**src/rtl/memgame_pkg.sv**
```systemverilog
`default_nettype none
// ============================================================================
// Package : memgame_pkg
// Shared types and constants for the 16-card memory game controller.
// Rev     : 1.0
// ============================================================================
package memgame_pkg;

   localparam int N_CARDS_C = 16;
   localparam int LABEL_W_C = 4;
   localparam int SCORE_W_C = 4;

   typedef enum logic [2:0] {
      PICK1 = 3'd0,
      PICK2 = 3'd1,
      SHOW  = 3'd2,
      JUDGE = 3'd3,
      OVER  = 3'd4
   } state_t;

   localparam logic [1:0] WIN_NONE = 2'b00;
   localparam logic [1:0] WIN_P0   = 2'b01;
   localparam logic [1:0] WIN_P1   = 2'b10;
   localparam logic [1:0] WIN_TIE  = 2'b11;

   function automatic logic [1:0] decide_winner(
      input logic [SCORE_W_C-1:0] s0,
      input logic [SCORE_W_C-1:0] s1
   );
      if (s0 > s1) return WIN_P0;
      if (s1 > s0) return WIN_P1;
      return WIN_TIE;
   endfunction

endpackage
`default_nettype wire

```
**src/rtl/pair_judge_if.sv**
```systemverilog
`default_nettype none
// ============================================================================
// Interface : pair_judge_if
// Select inputs and game-state outputs of the pair_judge controller.
// Rev       : 1.0
// ============================================================================
interface pair_judge_if
   import memgame_pkg::*;
#(
   parameter int N_CARDS = N_CARDS_C,
   parameter int LABEL_W = LABEL_W_C
);
   localparam int IDX_W = $clog2(N_CARDS);

   logic                 select;
   logic [IDX_W-1:0]     cursor;
   logic [LABEL_W-1:0]   label;
   logic [N_CARDS-1:0]   revealed;
   logic [N_CARDS-1:0]   taken;
   logic                 player;
   logic [SCORE_W_C-1:0] score0;
   logic [SCORE_W_C-1:0] score1;
   logic                 timeout;
   logic                 busy;
   logic                 game_over;
   logic [1:0]           winner;

   modport master (
      output select, cursor, label,
      input  revealed, taken, player, score0, score1,
      input  timeout, busy, game_over, winner
   );

   modport slave (
      input  select, cursor, label,
      output revealed, taken, player, score0, score1,
      output timeout, busy, game_over, winner
   );

endinterface
`default_nettype wire

```
**src/rtl/turn_timer.sv**
```systemverilog
`default_nettype none
// ============================================================================
// Module : turn_timer
// Loadable down-counter with enable and an expire flag.
// Rev    : 1.0
// ============================================================================
module turn_timer #(
   parameter int LOAD_VAL = 16
)(
   input  logic clk,
   input  logic rst,
   input  logic i_load,
   input  logic i_en,
   output logic o_expire
);
   localparam int            W      = $clog2(LOAD_VAL) + 1;
   localparam logic [W-1:0]  c_LOAD = W'(LOAD_VAL);

   logic [W-1:0] r_cnt;

   always_ff @(posedge clk or negedge rst) begin
      if (!rst) begin
         r_cnt <= c_LOAD;
      end else if (i_load) begin
         r_cnt <= c_LOAD;
      end else if (i_en && (r_cnt != '0)) begin
         r_cnt <= r_cnt - W'(1);
      end
   end

   // Raised in the enabled cycle whose decrement reaches zero, so the owner reacts on that edge.
   assign o_expire = i_en && (r_cnt <= W'(1));

endmodule
`default_nettype wire

```
**src/rtl/pair_judge.sv**
```systemverilog
`default_nettype none
// ============================================================================
// Module : pair_judge
// Turn/match controller: reveal two cards, judge, score, timeout, winner.
// Rev    : 1.0
// ============================================================================
module pair_judge
   import memgame_pkg::*;
#(
   parameter int N_CARDS     = N_CARDS_C,
   parameter int LABEL_W     = LABEL_W_C,
   parameter int SHOW_CYC    = 50_000_000,
   parameter int TIMEOUT_CYC = 750_000_000
)(
   input  logic        clk,
   input  logic        rst,
   pair_judge_if.slave bus
);
   localparam int                 IDX_W = $clog2(N_CARDS);
   localparam logic [N_CARDS-1:0] c_ONE = {{(N_CARDS-1){1'b0}}, 1'b1};

   state_t               r_state;
   state_t               w_state_nxt;

   logic [IDX_W-1:0]     r_idx1;
   logic [IDX_W-1:0]     r_idx2;
   logic [LABEL_W-1:0]   r_lab1;
   logic [LABEL_W-1:0]   r_lab2;
   logic [N_CARDS-1:0]   r_revealed;
   logic [N_CARDS-1:0]   r_taken;
   logic                 r_player;
   logic [SCORE_W_C-1:0] r_score0;
   logic [SCORE_W_C-1:0] r_score1;
   logic                 r_timeout;

   logic                 w_sel_ok;
   logic                 w_match;
   logic [N_CARDS-1:0]   w_taken_judged;
   logic                 w_accept1;
   logic                 w_accept2;
   logic                 w_expire_turn;
   logic                 w_judge;
   logic                 w_turn_load;
   logic                 w_turn_en;
   logic                 w_turn_exp;
   logic                 w_show_load;
   logic                 w_show_en;
   logic                 w_show_exp;

   turn_timer #(.LOAD_VAL(TIMEOUT_CYC)) u_turn_tmr (
      .clk      (clk),
      .rst      (rst),
      .i_load   (w_turn_load),
      .i_en     (w_turn_en),
      .o_expire (w_turn_exp)
   );

   turn_timer #(.LOAD_VAL(SHOW_CYC)) u_show_tmr (
      .clk      (clk),
      .rst      (rst),
      .i_load   (w_show_load),
      .i_en     (w_show_en),
      .o_expire (w_show_exp)
   );

   assign w_sel_ok       = bus.select && !r_taken[bus.cursor] && !r_revealed[bus.cursor];
   assign w_match        = (r_lab1 == r_lab2);
   assign w_taken_judged = w_match ? (r_taken | (c_ONE << r_idx1) | (c_ONE << r_idx2)) : r_taken;

   always_ff @(posedge clk or negedge rst) begin
      if (!rst) begin
         r_state <= PICK1;
      end else begin
         r_state <= w_state_nxt;
      end
   end

   // A valid select outranks a simultaneous turn expiry in both pick states.
   always_comb begin
      w_state_nxt   = r_state;
      w_accept1     = 1'b0;
      w_accept2     = 1'b0;
      w_expire_turn = 1'b0;
      w_judge       = 1'b0;
      w_turn_load   = 1'b0;
      w_turn_en     = 1'b0;
      w_show_load   = 1'b0;
      w_show_en     = 1'b0;
      case (r_state)
         PICK1: begin
            w_turn_en = 1'b1;
            if (w_sel_ok) begin
               w_accept1   = 1'b1;
               w_turn_load = 1'b1;
               w_state_nxt = PICK2;
            end else if (w_turn_exp) begin
               w_expire_turn = 1'b1;
               w_turn_load   = 1'b1;
            end
         end
         PICK2: begin
            w_turn_en = 1'b1;
            if (w_sel_ok) begin
               w_accept2   = 1'b1;
               w_show_load = 1'b1;
               w_state_nxt = SHOW;
            end else if (w_turn_exp) begin
               w_expire_turn = 1'b1;
               w_turn_load   = 1'b1;
               w_state_nxt   = PICK1;
            end
         end
         SHOW: begin
            w_show_en = 1'b1;
            if (w_show_exp) begin
               w_state_nxt = JUDGE;
            end
         end
         JUDGE: begin
            w_judge     = 1'b1;
            w_turn_load = 1'b1;
            w_state_nxt = (&w_taken_judged) ? OVER : PICK1;
         end
         OVER: begin
            w_state_nxt = OVER;
         end
         default: begin
            w_state_nxt = PICK1;
         end
      endcase
   end

   always_ff @(posedge clk or negedge rst) begin
      if (!rst) begin
         r_idx1     <= '0;
         r_idx2     <= '0;
         r_lab1     <= '0;
         r_lab2     <= '0;
         r_revealed <= '0;
         r_taken    <= '0;
         r_player   <= 1'b0;
         r_score0   <= '0;
         r_score1   <= '0;
         r_timeout  <= 1'b0;
      end else begin
         r_timeout <= w_expire_turn;
         if (w_accept1) begin
            r_idx1               <= bus.cursor;
            r_lab1               <= bus.label;
            r_revealed[bus.cursor] <= 1'b1;
         end
         if (w_accept2) begin
            r_idx2               <= bus.cursor;
            r_lab2               <= bus.label;
            r_revealed[bus.cursor] <= 1'b1;
         end
         if (w_expire_turn) begin
            r_revealed <= '0;
            r_player   <= ~r_player;
         end
         if (w_judge) begin
            r_revealed <= '0;
            r_taken    <= w_taken_judged;
            if (w_match) begin
               if (r_player) begin
                  r_score1 <= r_score1 + SCORE_W_C'(1);
               end else begin
                  r_score0 <= r_score0 + SCORE_W_C'(1);
               end
            end else begin
               r_player <= ~r_player;
            end
         end
      end
   end

   assign bus.revealed  = r_revealed;
   assign bus.taken     = r_taken;
   assign bus.player    = r_player;
   assign bus.score0    = r_score0;
   assign bus.score1    = r_score1;
   assign bus.timeout   = r_timeout;
   assign bus.busy      = (r_state == SHOW) || (r_state == JUDGE);
   assign bus.game_over = (r_state == OVER);
   assign bus.winner    = (r_state == OVER) ? decide_winner(r_score0, r_score1) : WIN_NONE;

endmodule
`default_nettype wire

```
**src/flat_wrapper.sv**
```systemverilog
// flat-port wrapper written by rule: the top's interface ports become plain ports
module pair_judge_flat import memgame_pkg::*;
#(
   parameter int N_CARDS     = N_CARDS_C,
   parameter int LABEL_W     = LABEL_W_C,
   parameter int SHOW_CYC    = 50_000_000,
   parameter int TIMEOUT_CYC = 750_000_000
)
  (clk, rst, bus_select, bus_cursor, bus_label, bus_revealed, bus_taken, bus_player, bus_score0, bus_score1, bus_timeout, bus_busy, bus_game_over, bus_winner);
  pair_judge_if #(.N_CARDS(N_CARDS), .LABEL_W(LABEL_W)) bus_i ();
  input  logic clk;
  input  logic rst;
  input wire logic [$bits(bus_i.select)-1:0] bus_select;
  input wire logic [$bits(bus_i.cursor)-1:0] bus_cursor;
  input wire logic [$bits(bus_i.label)-1:0] bus_label;
  output wire logic [$bits(bus_i.revealed)-1:0] bus_revealed;
  output wire logic [$bits(bus_i.taken)-1:0] bus_taken;
  output wire logic [$bits(bus_i.player)-1:0] bus_player;
  output wire logic [$bits(bus_i.score0)-1:0] bus_score0;
  output wire logic [$bits(bus_i.score1)-1:0] bus_score1;
  output wire logic [$bits(bus_i.timeout)-1:0] bus_timeout;
  output wire logic [$bits(bus_i.busy)-1:0] bus_busy;
  output wire logic [$bits(bus_i.game_over)-1:0] bus_game_over;
  output wire logic [$bits(bus_i.winner)-1:0] bus_winner;
  assign bus_i.select = bus_select;
  assign bus_i.cursor = bus_cursor;
  assign bus_i.label = bus_label;
  assign bus_revealed = bus_i.revealed;
  assign bus_taken = bus_i.taken;
  assign bus_player = bus_i.player;
  assign bus_score0 = bus_i.score0;
  assign bus_score1 = bus_i.score1;
  assign bus_timeout = bus_i.timeout;
  assign bus_busy = bus_i.busy;
  assign bus_game_over = bus_i.game_over;
  assign bus_winner = bus_i.winner;
  pair_judge #(.N_CARDS(N_CARDS), .LABEL_W(LABEL_W), .SHOW_CYC(SHOW_CYC), .TIMEOUT_CYC(TIMEOUT_CYC)) u_core (.clk(clk), .rst(rst), .bus(bus_i));
endmodule
```
**config.mk**
```make
export PLATFORM = sky130hd
export DESIGN_NAME = pair_judge_flat
export DESIGN_NICKNAME = d
export VERILOG_FILES = /design/src/rtl/memgame_pkg.sv /design/src/rtl/pair_judge_if.sv /design/src/rtl/turn_timer.sv /design/src/rtl/pair_judge.sv /design/src/flat_wrapper.sv
export SDC_FILE = /design/constraint.sdc
export NUM_CORES = 1
export LEC_CHECK = 0
export ABC_AREA = 1
export BUFFER_PORTS_ARGS = -buffer_cell sky130_fd_sc_hd__buf_2
export CAP_MARGIN = 20
export CORE_MARGIN = 4
export CORE_UTILIZATION = 40
export CTS_BUF_LIST = sky130_fd_sc_hd__clkbuf_8
export CTS_CLUSTER_DIAMETER = 80
export DETAILED_ROUTE_END_ITERATION = 10
export HOLD_SLACK_MARGIN = 0.1
export PLACE_DENSITY = 0.69
export SYNTH_ARGS = -nofsm -noshare
export SYNTH_HDL_FRONTEND = slang
export SYNTH_HIERARCHICAL = 1
export SYNTH_SLANG_ARGS = --single-unit
```
**constraint.sdc**
```tcl
create_clock -name clk -period 2.26 [get_ports clk]
set_input_delay 0.113 -clock clk [delete_from_list [all_inputs] [get_ports clk]]
set_output_delay 0.113 -clock clk [all_outputs]
set_load 0.02 [all_outputs]
```
==> impl_metrics.py <==
metrics = {
    "run_status": {
        "outcome": "finished, final reports clean",
    },
    "sta": {
        "fmax_mhz": 468.5,
        "worst_pin_slew_ns": 0.6451,
        "finClkSkew_ns": 0.01580,
        "grt_setup_unrepaired": "true",
        "setup_slack_ns": 0.1254,
        "final_hold_viol_count": 0,
        "period_share_pct": 94.45,
        "fin_crit_ns": 2.135,
        "finalHoldWorstSlack_ns": 0.1281,
        "setup_viol": 0,
        "max_slew_margin_pct": 56.89,
        "maxSlewViolCount": 0,
    },
    "global_route": {
        "grt_pass1_wl_mm": 34.30,
        "grt_max_degree": 120,
        "antenna_found_initial": 0,
        "first_global_vias": 7102,
        "track_usage_pct": 18.63,
        "grt-ovfl-total": 0,
    },
    "synthesis": {
        "synthDistinctLibCells": 49,
        "async_flop_share_pct": 100.0,
        "synth_nets": 1152,
        "synthesis.area_um2": 8117,
        "synth_warnings": 6,
        "ys_seq_area_share_pct": 37.06,
        "synth-edff-count": 0,
        "ys.flop_type": "dfrtp_1",
        "ys_ff_latch": 119,
        "synthCells": 1131,
        "synth_area_per_cell_um2": 7.176,
    },
    "routing": {
        "routedWlPerCell_um": 13.78,
        "num_vias": 7730,
        "viasPerCell": 5.106,
        "drt_iter0_drc": 537,
        "ant_nets": 0,
        "drc_errors": 0,
        "dr.pass1.iters": 6,
        "totalWireLength_mm": 20.87,
    },
    "hold_path": {
        "hold_depth": 3,
        "worstHoldStart": "bus_cursor[0]",
        "hp-class": "input port to flip-flop",
        "hold_end": "u_core/r_idx1[0]",
    },
    "power_and_ir_drop": {
        "p_seq_share_pct": 47.8,
        "vdd_drop_max_v": 0.0002707,
        "power.switching_uw": 987.4,
        "combPwrFrac_pct": 3.3,
        "leakagePower_nw": 4.839,
        "pwr-share-clk_pct": 49.0,
        "p_int_mw": 3.473,
        "swShare_pct": 22.14,
        "pwr_density_cell_nw_per_um2": 462.4,
    },
    "clocking": {
        "cts_made_buffers": 17,
        "clockBufferDepth": 2,
        "tritoncts": "done",
        "cts-root-buf": "clkbuf_8",
        "cts.clk_slew.worst_paths_ns": 0.08,
        "clk_latency_ns": 0.45,
        "cts_sinks": 119,
        "cts_max_level": 4,
    },
    "critical_path": {
        "cpPeakStageDelay_ns": 0.43,
        "cpMostUsedCell": "nor2_2",
        "worstSetupStartpointType": "flip-flop",
        "critPathRequiredTime_ns": 2.60,
        "cp_cell_sequence": "nor2_2 -> nand2_1 -> nor2_2 -> nand2_2 -> nor2_4 -> a21oi_2 -> nor2_2 -> nand3_2 -> nand3_2 -> inv_4 -> o21ai_4 -> clkinv_4 -> nand2_2 -> nand2_1",
        "worst-path-max-fanout": 7,
        "r2r_end": "u_core/u_turn_tmr/r_cnt[3]",
        "cp.arrival_ns": 2.47,
        "r2r_slack_ns": 0.13,
        "crit_start": "u_core/u_turn_tmr/r_cnt[15]",
        "end_kind": "flip-flop",
        "r2r-start": "u_core/u_turn_tmr/r_cnt[15]",
        "rr_worst_depth": 14,
        "slowest_stage": "dfrtp_2",
        "crit_type": "flip-flop to flip-flop",
    },
    "floorplanning": {
        "rows": 51,
        "die_y_um": 150.4,
        "dieArea_um2": 22630,
        "die_w_um": 150.4,
        "ios": 57,
        "start_util_pct": 41.16,
        "core_area_um2": 19720,
    },
    "final_layout": {
        "area_growth_syn_to_layout_pct": 18.85,
        "diodes": 0,
        "nFillCells": 1834,
        "final_util_pct": 48.92,
        "drive_gt1_share_pct": 26.10,
        "fin_area_um2": 9647,
        "final_nets": 1257,
    },
    "placed_design": {
        "gp_congestion": 0.9482,
        "place_ws_ns": -0.1264,
        "postPlaceCellArea_um2": 8877,
        "dp_hpwl_mm": 14.76,
        "place.port_buffers": 56,
    },
    "job": {
        "drv_cap": 0,
    },
}
## how the worst max path moves through the flow
stage | to | depth (start not counted) | slack, ns
floorplan | u_core/u_show_tmr/r_cnt[15] | 15 | 0.009
global placement | u_core/u_turn_tmr/r_cnt[28] | 14 | -0.04
detailed placement | u_core/u_turn_tmr/r_cnt[25] | 14 | -0.13
CTS | u_core/u_turn_tmr/r_cnt[25] | 14 | 0.008
global route | u_core/u_turn_tmr/r_cnt[3] | 14 | -0.04
finish | u_core/u_turn_tmr/r_cnt[3] | 14 | 0.13
## sequential cells by signal, summed over array words and instances, names as in the netlist
register                 cells
u_core/bus.revealed         16
u_core/u_show_tmr/r_cnt     27
u_core/r_state               3
u_core/r_idx1                4
u_core/r_lab1                4
u_core/bus.player            1
u_core/r_lab2                4
u_core/bus.taken            16
u_core/bus.score0            4
u_core/bus.timeout           1
u_core/bus.score1            4
u_core/u_turn_tmr/r_cnt     31
u_core/r_idx2                4
## cells by family after synthesis
family,after synthesis,synth area share [%]
adder cells (fa/ha/maj),10,1.542
buffers and inverters,170,9.480
XOR/XNOR,21,2.266
AO/OA/AOI/OAI,124,10.99
flip-flops,119,37.06
multiplexers,1,0.1387
AND/OR/NAND/NOR,686,38.52
## metrics by stage
step,cells,setup TNS (ns),power (mW)
after global placement,1463,-0.5184,2.307
after global routing,1514,-0.1035,4.615
final,1514,0,4.461
after floorplan,1131,0,2.236
after detailed placement,1463,-1.944,2.308
after CTS,1502,0,4.502
## synth_stat cells (4+ instances only)
master | instances | area [µm²]
a21oi_1 | 13 | 65.06
a21oi_2 | 12 | 105.1
buf_2 | 6 | 30.03
buf_6 | 11 | 123.9
clkbuf_1 | 11 | 41.29
dfrtp_1 | 95 | 2377
dfstp_2 | 24 | 630.6
ha_1 | 10 | 125.1
inv_1 | 133 | 499.2
nand2_1 | 334 | 1254
nand2_2 | 16 | 100.1
nand2_4 | 5 | 56.30
nand3_1 | 76 | 380.4
nand3_4 | 4 | 70.07
nand3b_1 | 6 | 45.04
nand4_1 | 50 | 312.8
nor2_1 | 161 | 604.3
nor2_2 | 9 | 56.30
nor2_4 | 9 | 101.4
nor3_1 | 4 | 20.02
o211ai_1 | 7 | 52.55
o211ai_2 | 9 | 112.6
o21ai_0 | 37 | 185.2
o21ai_2 | 22 | 192.7
o21bai_1 | 7 | 52.55
o31ai_1 | 5 | 37.54
or2_2 | 5 | 31.28
xor2_1 | 18 | 157.7
## final cells by class
| cell class | count | area (µm²) | share of cell area [%] |
|---|---|---|---|
| clock buffer | 21 | 289.0 | 2.996 |
| clock inverter | 11 | 156.4 | 1.621 |
| inverter | 138 | 530.5 | 5.499 |
| multi-input combinational | 842 | 4477 | 46.41 |
| sequential | 119 | 3032 | 31.43 |
| tap | 265 | 331.6 | 3.437 |
| timing repair buffer | 116 | 818.3 | 8.482 |
| timing repair inverter | 2 | 12.51 | 0.1297 |
## worst max-delay path, delay by kind of cell, from the launching register on
kind / cells / cell delay (ns)
buf+inv: 2 / 0.23
flops: 1 / 0.43
compound gates: 2 / 0.24
simple gates: 10 / 1.12
## layout by cell type (no fill, tap or decap), types with 3 or more instances in the layout
cell             n
buf_4           49
o21ai_0         36
o211ai_1         7
clkbuf_8        21
xnor2_1          3
buf_2           55
nand3_1         73
a21oi_1         12
inv_1          135
nor2_1         138
bufinv_16        4
or2_2            5
o211ai_2         9
o31ai_1          5
nand2_4          5
a21oi_2         13
buf_12           4
nand4_1         50
nand3b_1         6
nor2_4          14
dfrtp_2         19
o21ai_2         23
nand2_2         25
nor2_2          27
ha_1            10
inv_4            3
nand3_2          5
dfrtp_1         76
o21ai_1          3
xor2_1          18
nand3_4          4
o21bai_1         7
nand2_1        325
dfstp_2         24
dlygate4sd3_1    7
## power by group through the flow
stage	clock network (mW)	registers [mW]	logic [mW]
2_1_floorplan	0	2.17	0.0656
3_3_place_gp	0	2.17	0.137
5_1_grt	2.32	2.13	0.164
6_report	2.18	2.13	0.145
4_1_cts	2.22	2.13	0.147
3_5_place_dp	0	2.17	0.138
## timing repair
| action | 4_1_cts | 5_1_grt |
|---|---|---|
| hold endpoints to repair | 107 | 0 |
| pin swaps | 0 | 12 |
| hold buffers | 7 | 0 |
| resized for setup | 4 | 51 |
| gates cloned | 0 | 3 |
| setup endpoints to repair | 22 | 52 |
| setup buffers | 0 | 9 |
## layer usage
layer	up-vias	share of wire (%)	GRT usage (%)	wire (µm)
met5	-	0	0	0
met4	0	1.7	6.130	347
met3	30	5.6	2.559	1170
met2	234	49	32.34	10190
met1	3638	44	23.89	9162
li1	3828	-	-	-
No activity file was read; power rests on OpenSTA's default activity.
